`config.mk`:
```
export PLATFORM = sky130hd
export DESIGN_NAME = punc_mem_arbiter_flat
export DESIGN_NICKNAME = d
export VERILOG_FILES = /design/src/rtl/punc_mem_arbiter_if.sv /design/src/rtl/punc_mem_arbiter.sv /design/src/flat_wrapper.sv
export SDC_FILE = /design/constraint.sdc
export NUM_CORES = 1
export LEC_CHECK = 0
export CAP_MARGIN = 20
export CORE_ASPECT_RATIO = 1.5
export CORE_MARGIN = 4
export CORE_UTILIZATION = 26
export CTS_CLUSTER_SIZE = 30
export DETAILED_ROUTE_END_ITERATION = 8
export HOLD_SLACK_MARGIN = 0.05
export PLACE_DENSITY = 0.95
export SLEW_MARGIN = 25
export SYNTH_ARGS = -nofsm -noshare
export SYNTH_HDL_FRONTEND = slang
export SYNTH_SLANG_ARGS = --single-unit
export TNS_END_PERCENT = 20
```
`constraint.sdc`:
```
create_clock -name clk -period 3.1 [get_ports clk]
set_input_delay 0.465 -clock clk [delete_from_list [all_inputs] [get_ports clk]]
set_output_delay 0.465 -clock clk [all_outputs]
set_load 0.05 [all_outputs]
```
`src/rtl/punc_mem_arbiter_if.sv`:
```
// ---------------------------------------------------------------------------
// punc_mem_arbiter_if
//   Bundles the two requester ports (PUnC core = cpu_*, debug/loader = dbg_*)
//   and the single-port memory side of the PUnC memory arbiter.
//
//   Requester signals (per port cpu_/dbg_):
//     *_req    request, held until granted
//     *_we     1 = write, 0 = read
//     *_addr   word address
//     *_wdata  write data
//     *_gnt    combinational grant
//     *_rvalid read data valid (one cycle after a granted read)
//     *_rdata  read data
//   Memory signals:
//     mem_addr, mem_w_en, mem_w_data  driven by the arbiter
//     mem_r_data                      synchronous read data from memory
//
//   Modports:
//     master : the environment (requesters and the memory itself)
//     slave  : the arbiter
// ---------------------------------------------------------------------------
interface punc_mem_arbiter_if #(
  parameter int ADDR_W = 16,
  parameter int DATA_W = 16
);
  logic              cpu_req;
  logic              cpu_we;
  logic [ADDR_W-1:0] cpu_addr;
  logic [DATA_W-1:0] cpu_wdata;
  logic              cpu_gnt;
  logic              cpu_rvalid;
  logic [DATA_W-1:0] cpu_rdata;

  logic              dbg_req;
  logic              dbg_we;
  logic [ADDR_W-1:0] dbg_addr;
  logic [DATA_W-1:0] dbg_wdata;
  logic              dbg_gnt;
  logic              dbg_rvalid;
  logic [DATA_W-1:0] dbg_rdata;

  logic [ADDR_W-1:0] mem_addr;
  logic              mem_w_en;
  logic [DATA_W-1:0] mem_w_data;
  logic [DATA_W-1:0] mem_r_data;

  modport master (
    output cpu_req, cpu_we, cpu_addr, cpu_wdata,
    input  cpu_gnt, cpu_rvalid, cpu_rdata,
    output dbg_req, dbg_we, dbg_addr, dbg_wdata,
    input  dbg_gnt, dbg_rvalid, dbg_rdata,
    input  mem_addr, mem_w_en, mem_w_data,
    output mem_r_data
  );

  modport slave (
    input  cpu_req, cpu_we, cpu_addr, cpu_wdata,
    output cpu_gnt, cpu_rvalid, cpu_rdata,
    input  dbg_req, dbg_we, dbg_addr, dbg_wdata,
    output dbg_gnt, dbg_rvalid, dbg_rdata,
    output mem_addr, mem_w_en, mem_w_data,
    input  mem_r_data
  );
endinterface

```
`src/rtl/punc_mem_arbiter.sv`:
```
// ---------------------------------------------------------------------------
// punc_mem_arbiter
//   Shares PUnC's single-port 16-bit memory between the CPU and a debug /
//   program-loader port. One access is granted per cycle. When both ports
//   request, the last granted port (owner) keeps the memory until it has
//   had BURST consecutive grants, then the other port gets it. Read data
//   (1-cycle latency) is flagged back to the port that issued the read.
//
//   Ports:
//     clk  rising-edge clock
//     rst  asynchronous reset, active low (0 = in reset)
//     bus  punc_mem_arbiter_if.slave - both requester ports plus memory side
// ---------------------------------------------------------------------------
module punc_mem_arbiter #(
  parameter int ADDR_W = 16,
  parameter int DATA_W = 16,
  parameter int BURST  = 4
) (
  input  logic               clk,
  input  logic               rst,
  punc_mem_arbiter_if.slave  bus
);

  localparam int              CNT_W   = $clog2(BURST + 1);
  localparam logic [CNT_W-1:0] BURST_C = CNT_W'(BURST);
  localparam logic [CNT_W-1:0] ONE_C   = CNT_W'(1);

  typedef enum logic {
    OWN_CPU = 1'b0,
    OWN_DBG = 1'b1
  } owner_e;

  typedef enum logic [1:0] {
    RD_NONE = 2'd0,
    RD_CPU  = 2'd1,
    RD_DBG  = 2'd2
  } rd_pend_e;

  owner_e            r_owner;
  owner_e            w_owner_next;
  logic [CNT_W-1:0]  r_burst_cnt;
  logic [CNT_W-1:0]  w_burst_cnt_next;
  rd_pend_e          r_rd_pend;
  rd_pend_e          w_rd_pend_next;

  logic              w_gnt_cpu;
  logic              w_gnt_dbg;
  logic [ADDR_W-1:0] w_mem_addr;
  logic              w_mem_w_en;
  logic [DATA_W-1:0] w_mem_w_data;

  // State register
  always_ff @(posedge clk or negedge rst) begin
    if (!rst) begin
      r_owner     <= OWN_CPU;
      r_burst_cnt <= '0;
      r_rd_pend   <= RD_NONE;
    end else begin
      r_owner     <= w_owner_next;
      r_burst_cnt <= w_burst_cnt_next;
      r_rd_pend   <= w_rd_pend_next;
    end
  end

  // Arbitration. Grants are gated by rst so every output is quiet while
  // reset is held, even though the grant path itself is combinational.
  always_comb begin
    w_gnt_cpu = 1'b0;
    w_gnt_dbg = 1'b0;
    if (rst) begin
      if (bus.cpu_req && bus.dbg_req) begin
        if (r_burst_cnt < BURST_C) begin
          w_gnt_cpu = (r_owner == OWN_CPU);
          w_gnt_dbg = (r_owner == OWN_DBG);
        end else begin
          // Owner has used its burst: hand over to the waiting port.
          w_gnt_cpu = (r_owner == OWN_DBG);
          w_gnt_dbg = (r_owner == OWN_CPU);
        end
      end else begin
        w_gnt_cpu = bus.cpu_req;
        w_gnt_dbg = bus.dbg_req;
      end
    end
  end

  // Memory mux: the granted port drives the memory, zeros when idle.
  always_comb begin
    w_mem_addr   = '0;
    w_mem_w_en   = 1'b0;
    w_mem_w_data = '0;
    if (w_gnt_cpu) begin
      w_mem_addr   = bus.cpu_addr;
      w_mem_w_en   = bus.cpu_we;
      w_mem_w_data = bus.cpu_wdata;
    end else if (w_gnt_dbg) begin
      w_mem_addr   = bus.dbg_addr;
      w_mem_w_en   = bus.dbg_we;
      w_mem_w_data = bus.dbg_wdata;
    end
  end

  // Next-state: owner / burst counter / pending read tag
  always_comb begin
    w_owner_next     = r_owner;
    w_burst_cnt_next = '0;       // an idle cycle restarts the burst
    w_rd_pend_next   = RD_NONE;
    if (w_gnt_cpu) begin
      if (r_owner == OWN_CPU) begin
        w_burst_cnt_next = (r_burst_cnt == BURST_C) ? BURST_C : r_burst_cnt + ONE_C;
      end else begin
        w_owner_next     = OWN_CPU;
        w_burst_cnt_next = ONE_C;
      end
      if (!bus.cpu_we) w_rd_pend_next = RD_CPU;
    end else if (w_gnt_dbg) begin
      if (r_owner == OWN_DBG) begin
        w_burst_cnt_next = (r_burst_cnt == BURST_C) ? BURST_C : r_burst_cnt + ONE_C;
      end else begin
        w_owner_next     = OWN_DBG;
        w_burst_cnt_next = ONE_C;
      end
      if (!bus.dbg_we) w_rd_pend_next = RD_DBG;
    end
  end

  assign bus.cpu_gnt    = w_gnt_cpu;
  assign bus.dbg_gnt    = w_gnt_dbg;
  assign bus.cpu_rvalid = (r_rd_pend == RD_CPU);
  assign bus.dbg_rvalid = (r_rd_pend == RD_DBG);
  assign bus.cpu_rdata  = bus.mem_r_data;
  assign bus.dbg_rdata  = bus.mem_r_data;
  assign bus.mem_addr   = w_mem_addr;
  assign bus.mem_w_en   = w_mem_w_en;
  assign bus.mem_w_data = w_mem_w_data;

endmodule

```
`src/flat_wrapper.sv`:
```
// flat-port wrapper written by rule: the top's interface ports become plain ports
module punc_mem_arbiter_flat 
#(
  parameter int ADDR_W = 16,
  parameter int DATA_W = 16,
  parameter int BURST  = 4
)
  (clk, rst, bus_cpu_req, bus_cpu_we, bus_cpu_addr, bus_cpu_wdata, bus_cpu_gnt, bus_cpu_rvalid, bus_cpu_rdata, bus_dbg_req, bus_dbg_we, bus_dbg_addr, bus_dbg_wdata, bus_dbg_gnt, bus_dbg_rvalid, bus_dbg_rdata, bus_mem_addr, bus_mem_w_en, bus_mem_w_data, bus_mem_r_data);
  punc_mem_arbiter_if #(.ADDR_W(ADDR_W), .DATA_W(DATA_W)) bus_i ();
  input  logic clk;
  input  logic rst;
  input wire logic [$bits(bus_i.cpu_req)-1:0] bus_cpu_req;
  input wire logic [$bits(bus_i.cpu_we)-1:0] bus_cpu_we;
  input wire logic [$bits(bus_i.cpu_addr)-1:0] bus_cpu_addr;
  input wire logic [$bits(bus_i.cpu_wdata)-1:0] bus_cpu_wdata;
  output wire logic [$bits(bus_i.cpu_gnt)-1:0] bus_cpu_gnt;
  output wire logic [$bits(bus_i.cpu_rvalid)-1:0] bus_cpu_rvalid;
  output wire logic [$bits(bus_i.cpu_rdata)-1:0] bus_cpu_rdata;
  input wire logic [$bits(bus_i.dbg_req)-1:0] bus_dbg_req;
  input wire logic [$bits(bus_i.dbg_we)-1:0] bus_dbg_we;
  input wire logic [$bits(bus_i.dbg_addr)-1:0] bus_dbg_addr;
  input wire logic [$bits(bus_i.dbg_wdata)-1:0] bus_dbg_wdata;
  output wire logic [$bits(bus_i.dbg_gnt)-1:0] bus_dbg_gnt;
  output wire logic [$bits(bus_i.dbg_rvalid)-1:0] bus_dbg_rvalid;
  output wire logic [$bits(bus_i.dbg_rdata)-1:0] bus_dbg_rdata;
  output wire logic [$bits(bus_i.mem_addr)-1:0] bus_mem_addr;
  output wire logic [$bits(bus_i.mem_w_en)-1:0] bus_mem_w_en;
  output wire logic [$bits(bus_i.mem_w_data)-1:0] bus_mem_w_data;
  input wire logic [$bits(bus_i.mem_r_data)-1:0] bus_mem_r_data;
  assign bus_i.cpu_req = bus_cpu_req;
  assign bus_i.cpu_we = bus_cpu_we;
  assign bus_i.cpu_addr = bus_cpu_addr;
  assign bus_i.cpu_wdata = bus_cpu_wdata;
  assign bus_cpu_gnt = bus_i.cpu_gnt;
  assign bus_cpu_rvalid = bus_i.cpu_rvalid;
  assign bus_cpu_rdata = bus_i.cpu_rdata;
  assign bus_i.dbg_req = bus_dbg_req;
  assign bus_i.dbg_we = bus_dbg_we;
  assign bus_i.dbg_addr = bus_dbg_addr;
  assign bus_i.dbg_wdata = bus_dbg_wdata;
  assign bus_dbg_gnt = bus_i.dbg_gnt;
  assign bus_dbg_rvalid = bus_i.dbg_rvalid;
  assign bus_dbg_rdata = bus_i.dbg_rdata;
  assign bus_mem_addr = bus_i.mem_addr;
  assign bus_mem_w_en = bus_i.mem_w_en;
  assign bus_mem_w_data = bus_i.mem_w_data;
  assign bus_i.mem_r_data = bus_mem_r_data;
  punc_mem_arbiter #(.ADDR_W(ADDR_W), .DATA_W(DATA_W), .BURST(BURST)) u_core (.clk(clk), .rst(rst), .bus(bus_i));
endmodule
```
Word-level counts from Yosys, hierarchy flattened. Cells that the tools add are included.

Add/sub/neg operators: 1. Order comparisons: 1. Eq/ne operators: 3. Mux-type cells: 23. Bitwise gates (word level): 1. Reductions and logical operators: 2.

Operator list (number): $mux W16 (4); $mux W3 (5); $mux W1 (11); $mux W2 (3); $add A3 B1 Y3 const B (1); $eq A3 B3 Y1 const B (1); $lt A3 B3 Y1 const B (1); $eq A2 B1 Y1 const B (1); $eq A2 B2 Y1 const B (1); $reduce_bool A2 Y1 (1); $logic_and A1 B1 Y1 (1); $not A1 Y1 (1).

Flip-flop bits (word level): 6.

Logic depth before layout (Yosys ltp).
Depth after elaboration: 6. Depth in mapped cells: 5. Depth with buffers taken out: 5.

Worst setup path after synthesis. Ideal clock, no wire load.

Path type: input port to output port. Start point: in bus_dbg_req. End point: out bus_mem_addr[10]. Arrival: 1545 ps. Slack: 1090 ps. Stages on the path: 5. Path buffers: 2. Path through: buf_2 nand2_1 a21oi_4 buf_6 a22o_1.

Cells in the longest elaborated chain, start to end: 5. Elaborated cells on any way between the ends: 7.

RTL lines: from (decl) (RTL line flat_wrapper.sv:19) `input wire logic [$bits(bus_i.dbg_req)-1:0] bus_dbg_req;`; $logic_and A1 B1 Y1 (RTL line punc_mem_arbiter.sv:71) `if (bus.cpu_req && bus.dbg_req) begin`; $mux W1 (RTL line punc_mem_arbiter.sv:71); $mux W1 (RTL line punc_mem_arbiter.sv:70) `if (rst) begin`; $mux W16 (RTL line punc_mem_arbiter.sv:96) `end else if (w_gnt_dbg) begin`; $mux W16 * (RTL line punc_mem_arbiter.sv:92) `if (w_gnt_cpu) begin`; to (decl) (RTL line flat_wrapper.sv:26) `output wire logic [$bits(bus_i.mem_addr)-1:0] bus_mem_addr;`.

Every way passes the cells marked *; elsewhere a longest branch is shown, timed or not.

Worst setup path in the final report.
Start point: in bus_dbg_req. End point: out bus_mem_w_data[6].

Cells in the longest elaborated chain, start to end: 5. Elaborated cells on any way between the ends: 7.

RTL lines: $logic_and A1 B1 Y1 (RTL line punc_mem_arbiter.sv:71); $mux W1 (RTL line punc_mem_arbiter.sv:71); $mux W1 (RTL line punc_mem_arbiter.sv:70); $mux W16 (RTL line punc_mem_arbiter.sv:96); $mux W16 * (RTL line punc_mem_arbiter.sv:92); to (decl) (RTL line flat_wrapper.sv:28) `output wire logic [$bits(bus_i.mem_w_data)-1:0] bus_mem_w_data;`.

Marked as above.

==> results.yml <==
outcome:
  status: "finished clean"
logic_synthesis:
  synthTopCellsByArea: "buf_4, a22o_1, dfrtp_1"
  ys.flop_type: "dfrtp_1"
  synthArstFlopShare_pct: 100
  synth_top_area_cell: "buf_4"
  yosysTopAreaCellShare_pct: 22.7
  synth-edff-count: 0
  ys_seq_area_share_pct: 14.2
  synthTopCellsByCount: "buf_4, a22o_1, a22o_2, buf_6, dfrtp_1"
  ys_ff_latch: 6
  synth_cells: 117
  synth_warnings: 0
  avgSynthCellArea_um2: 9.06
  synth.most_common_cell: "buf_4"
  synth.distinct_cells: 26
  syn_nets: 205
  syn_area_mm2: 0.00106
routing:
  firstDrtPassIters: 4
  viasPerCell: 5.01
  drt_iter0_drc: 22
  drt_drc_violations_left: 0
  routed_wl_um: 4010
  vias: 1163
  avgRoutedWirePerCell_um: 17.3
  ant_nets: 0
place:
  dp.final_hpwl_um: 3350
  routabilityCongestion: 0.715
  io_buffers: 106
clock_tree:
  h-tree-depth: 1
  clk_latency_ns: 0.22
  path_clk_slew_ns: 0.03
  cts_buffer_depth: 2
  clock-sinks: 6
  ctsHoldBuffers: 0
  cts-root-buf: "clkbuf_8"
  cts_resized: 0
  cts_buffers: 3
  cts_tree: "built"
  cts_setup_buffers: 0
global_routing:
  antenna_found_initial: 0
  overflow: 0
  grt_pass1_vias: 1185
  grtUsageTotal_pct: 13.9
  grt_pass1_wl_um: 5630
  grt_max_degree: 35
sta:
  worst_slew_pin_slew_ns: 0.520
  clock_skew_ns: 0.00285
  rsz0062_at_grt: "no"
  relSlewSlack_pct: 65.2
  slew_violations: 0
  period_needed_ns: 2.70
  setup_viol: 0
  fmax_mhz: 370
  fin_setup_tns_ns: 0
  final_hold_viol_count: 0
  fin_crit_sh_pct: 87.1
floorplan:
  fp.dieArea_mm2: 0.00518
  num_io_pins: 155
  die_x_um: 60.1
  fp.coreArea_mm2: 0.00396
  initial_utilization_pct: 26.8
  die_y_um: 86.2
  row_count: 28
worst_setup_path:
  setup.worst_path.start: "bus_dbg_req"
  r2r_start: "u_core.r_burst_cnt[2]"
  rr_endpoint: "u_core.r_rd_pend[0]"
  path_max_fanout: 34
  worstRegToRegCells: 4
  cp-end-kind: "output port"
  worstSetupPathType: "primary input to output port"
  cp-start-kind: "primary input"
  arrival_ns: 2.24
  worstPathRequired_ns: 2.63
  r2r_setup_slack_ns: 1.56
worst_hold_path:
  hp-start: "u_core.r_burst_cnt[0]"
  min_to: "u_core.r_burst_cnt[0]"
  whs_path_depth: 3
  hold_class: "flip-flop to flip-flop"
layout:
  area_growth_pct: 111
  multiInputGateArea_um2: 562
  seqCellArea_um2: 150
  nFillCells: 324
  nets: 277
  antennaDiodeCount: 0
  drive_above_1_share_pct: 28.3
power_and_ir_drop:
  ir_drop_mv: 0.230
  p_leak_nw: 0.937
  total_power_uw: 647
  powerDensity_mw_per_mm2: 289
flow_run:
  drv_cap: 0
[report_power, final]
part / leakage [nW] / switching, mW / internal [mW] / total (mW)
logic: 0.835 / 0.206 / 0.234 / 0.441
registers: 0.0804 / 0.00767 / 0.0833 / 0.0910
clock network: 0.0216 / 0.0321 / 0.0833 / 0.115
[worst max-delay path: stages]
cell	delay, ns
clkdlybuf4s50_1	0.70
nand2_1	0.16
a21oi_4	0.13
buf_4	0.35
a22o_1	0.27
buf_12	0.15
[through the flow]
stage               hold slack [ns]  setup WS (ns)  instances  instance area, um^2  utilization, %
finish                        0.664          0.399        232                 2240            56.5
global route                  0.726          0.280        232                 2240            56.5
CTS                           0.671          0.403        232                 2240            56.5
detailed placement            0.666          0.413        229                 2200            55.5
global placement              0.627          0.439        229                 2200            55.5
floorplan                     0.169           1.09        117                 1060               -
[layout by cell type, fill, tap and decap left out, types with 2 or more instances in the layout]
master	synthesis	layout
dfrtp_1	6	6
a22o_1	24	24
nand3_1	2	2
a21oi_4	2	2
a22o_2	8	8
clkdlybuf4s50_1	0	71
nand2_1	3	3
o21ai_0	3	3
buf_4	32	4
ha_1	2	2
a21oi_1	4	4
inv_1	2	2
nor2b_1	3	3
and2b_1	2	2
nand3b_1	2	2
clkbuf_8	0	3
buf_12	0	34
nor3_1	3	3
[kinds of logic (layout without fill, tap and decap cells)]
| family | count (synthesis) | count (layout) | share of synthesized area, % |
|---|---|---|---|
| simple gates | 19 | 19 | 10.2 |
| compound gates | 44 | 44 | 36.4 |
| fa+ha+maj | 2 | 2 | 2.36 |
| flops | 6 | 6 | 14.2 |
| buf+inv | 44 | 114 | 32.8 |
| xor+xnor | 2 | 2 | 4.13 |
[sequential cells by signal, summed over array words and instances (netlist names)]
register	cells
u_core.r_burst_cnt	3
u_core.r_rd_pend	2
u_core.r_owner	1
[worst max-delay path by stage]
stage	endpoint	slack [ns]	depth (start not counted)
after global routing	bus_mem_addr[4]	0.28	6
final	bus_mem_w_data[6]	0.40	6
after global placement	bus_mem_addr[4]	0.44	6
after detailed placement	bus_mem_addr[4]	0.41	6
after floorplan	bus_mem_addr[10]	1.09	5
after CTS	bus_mem_addr[4]	0.40	6
[layout make-up]
class	count	area share (%)
Tap cell	45	2.52
Clock buffer	3	1.84
Multi-Input combinational cell	67	25.1
Timing Repair Buffer	109	63.5
Inverter	2	0.335
Sequential cell	6	6.71
[per-layer routing]
metal  track usage (%)  vias to the layer above  routed length (um)
met2              24.6                       83                2030
met3              5.37                       22                 550
met1              13.1                      519                1260
met4              7.66                        0                 173
li1                  -                      539                   -
met5                 0                        -                   0
Power figures use the tool's default switching activity.
==> RTL change: new RTL, same settings <==
`BURST` is set to 4 in 2 places; all go to 2.
--- a/src/rtl/punc_mem_arbiter.sv
+++ b/src/rtl/punc_mem_arbiter.sv
@@ -15,5 +15,5 @@
   parameter int ADDR_W = 16,
   parameter int DATA_W = 16,
-  parameter int BURST  = 4
+  parameter int BURST  = 2
 ) (
   input  logic               clk,
--- a/src/flat_wrapper.sv
+++ b/src/flat_wrapper.sv
@@ -4,5 +4,5 @@
   parameter int ADDR_W = 16,
   parameter int DATA_W = 16,
-  parameter int BURST  = 4
+  parameter int BURST  = 2
 )
   (clk, rst, bus_cpu_req, bus_cpu_we, bus_cpu_addr, bus_cpu_wdata, bus_cpu_gnt, bus_cpu_rvalid, bus_cpu_rdata, bus_dbg_req, bus_dbg_we, bus_dbg_addr, bus_dbg_wdata, bus_dbg_gnt, bus_dbg_rvalid, bus_dbg_rdata, bus_mem_addr, bus_mem_w_en, bus_mem_w_data, bus_mem_r_data);
Behaviour: not the same (Yosys sat finds a counterexample within 4 cycles, from zero or initial values and one cycle with rst low).
==> RTL change against the original RTL <==
Final cell count fell by 3.4%; routed wire length rose by 2.4%; hold slack improved by 0.0033 ns; sequential cell count fell by 1; sequential share of layout area fell by 0.81 points; global-route usage rose by 3.1 points; worst setup slack improved by 0.046 ns; synthesized area fell by 14%; total power rose by 6.1%; count of clock-buffer cells in the layout rose by 1; combinational power rose by 11%; cell area fell by 5.1%; die area fell by 12%.
==> RTL change: results <==
synthesis:
  ys_types: 24
  yosysWarnings: 0
  ys_seq_area_share_pct: 13.7
  synth_common_cells: "buf_4 (33), a22o_1 (32), dfrtp_1 (5)"
  synth_area_leaders: "a22o_1 (31%), buf_4 (27%), dfrtp_1 (14%)"
  syn-num-nets: 198
  async_flop_share_pct: 100
  synthFlopType: "dfrtp_1"
cts:
  clockBufferDepth: 2
  cts_made_buffers: 3
  clock-root-buffer: "clkbuf_8"
  clk_pin_slew_ns: 0.03
  clk_latency_ns: 0.22
  cts_max_level: 1
  postCtsSetupBuffers: 0
  cts_resized: 0
power_and_ir_drop:
  p_leak_nw: 0.887
  peakVddDrop_uv: 184
sta:
  skew_ns: 0.000411
  tightest_slew_ns: 0.489
detailed_routing:
  dr.pass1.iters: 4
  vias_per_cell: 4.88
  wl_per_cell_um: 18.3
  highest_layer: "met4"
  wl_met2_um: 2290
  drtIter0Drc: 21
  wl_met1_um: 1300
  met3_length_um: 329
final_layout:
  drive_above_1_share_pct: 23.6
  num_antenna_cells: 0
  finalNetCount: 270
  fin_util_pct: 62.8
  top_regs: "u_core.r_burst_cnt x2, u_core.r_rd_pend x2, u_core.r_owner x1"
global_route:
  grt.total_usage_pct: 17.0
  grt_pass1_wl_um: 5830
  grt_max_degree: 35
  antenna_found_initial: 0
setup_path:
  crit_fanout: 34
  crit_arrival_ns: 2.19
  cp-startpoint: "bus_cpu_req"
  r2r_start: "u_core.r_owner"
hold_path:
  hp-class: "primary input to async pin"
run_status:
  status: "finished, final reports clean"
place:
  place_hpwl_um: 3520
  gp_congestion: 0.882
  io_buffers: 106
## RTL change: changes by cell type in the layout (fill, tap and decap cells not counted), moves of 2 or more
cell      before  now
a22o_1        24   32
a22o_2         8    0
inv_1          2    4
nand3b_1       2    0
nor3_1         3    0
o22ai_1        0    2
## RTL change: metal layers
metal	vias to the layer above	track usage (%)
li1	517	-
met3	22	4.18
met4	0	11.6
met2	60	31.9
met1	495	16.0
met5	-	0
## RTL change: logic make-up after synthesis
family	Yosys count	synth area share (%)
buffers and inverters	46	35.5
AOI/OAI and AO/OA	45	41.1
and+or+nand+nor	12	6.44
DFF	5	13.7
xor gates and xnor gates	2	1.92
adders and majority gates	1	1.37
## RTL change: final cells by class
cell class                 count  area, sq um
tap                           42         52.6
inverter                       4         15.0
timing repair buffer         109         1420
sequential                     5          125
multi-input combinational     60          464
fill                         275         1260
clock buffer                   4         45.0
## RTL change: power by group
group          leakage, nW  internal, mW  switching [mW]
combinational        0.798         0.253           0.236
sequential          0.0664        0.0706         0.00711
clock               0.0228        0.0882          0.0320
total                0.887         0.412           0.275
## RTL change: worst paths after layout
path,to,cells past startpoint,slack (ns)
min reg2reg,u_core.r_owner,2,0.71
max,bus_mem_w_data[9],6,0.44
min in group clk,u_core.r_owner,2,0.71
min,u_core.r_rd_pend[1],2,0.67
max in group asynchronous,u_core.r_burst_cnt[0],2,2.31
max reg2reg,u_core.r_rd_pend[1],4,1.63
## RTL change: worst max-delay path, stage by stage
cell,delay (ns)
clkdlybuf4s50_1,0.67
nand2_1,0.14
a21oi_2,0.12
buf_4,0.35
a22o_1,0.27
buf_12,0.16
## RTL change: metrics by stage
| step | hold WS, ns | setup slack, ns | power, mW | instance area (sq um) | std cells |
|---|---|---|---|---|---|
| floorplan | 0.169 | 0.907 | 0.411 | 913 | 111 |
| global placement | 0.676 | 0.474 | 0.561 | 2080 | 220 |
| detailed placement | 0.699 | 0.458 | 0.570 | 2080 | 220 |
| CTS | 0.669 | 0.449 | 0.690 | 2120 | 224 |
| global route | 0.710 | 0.343 | 0.714 | 2120 | 224 |
| finish | 0.668 | 0.445 | 0.686 | 2120 | 224 |
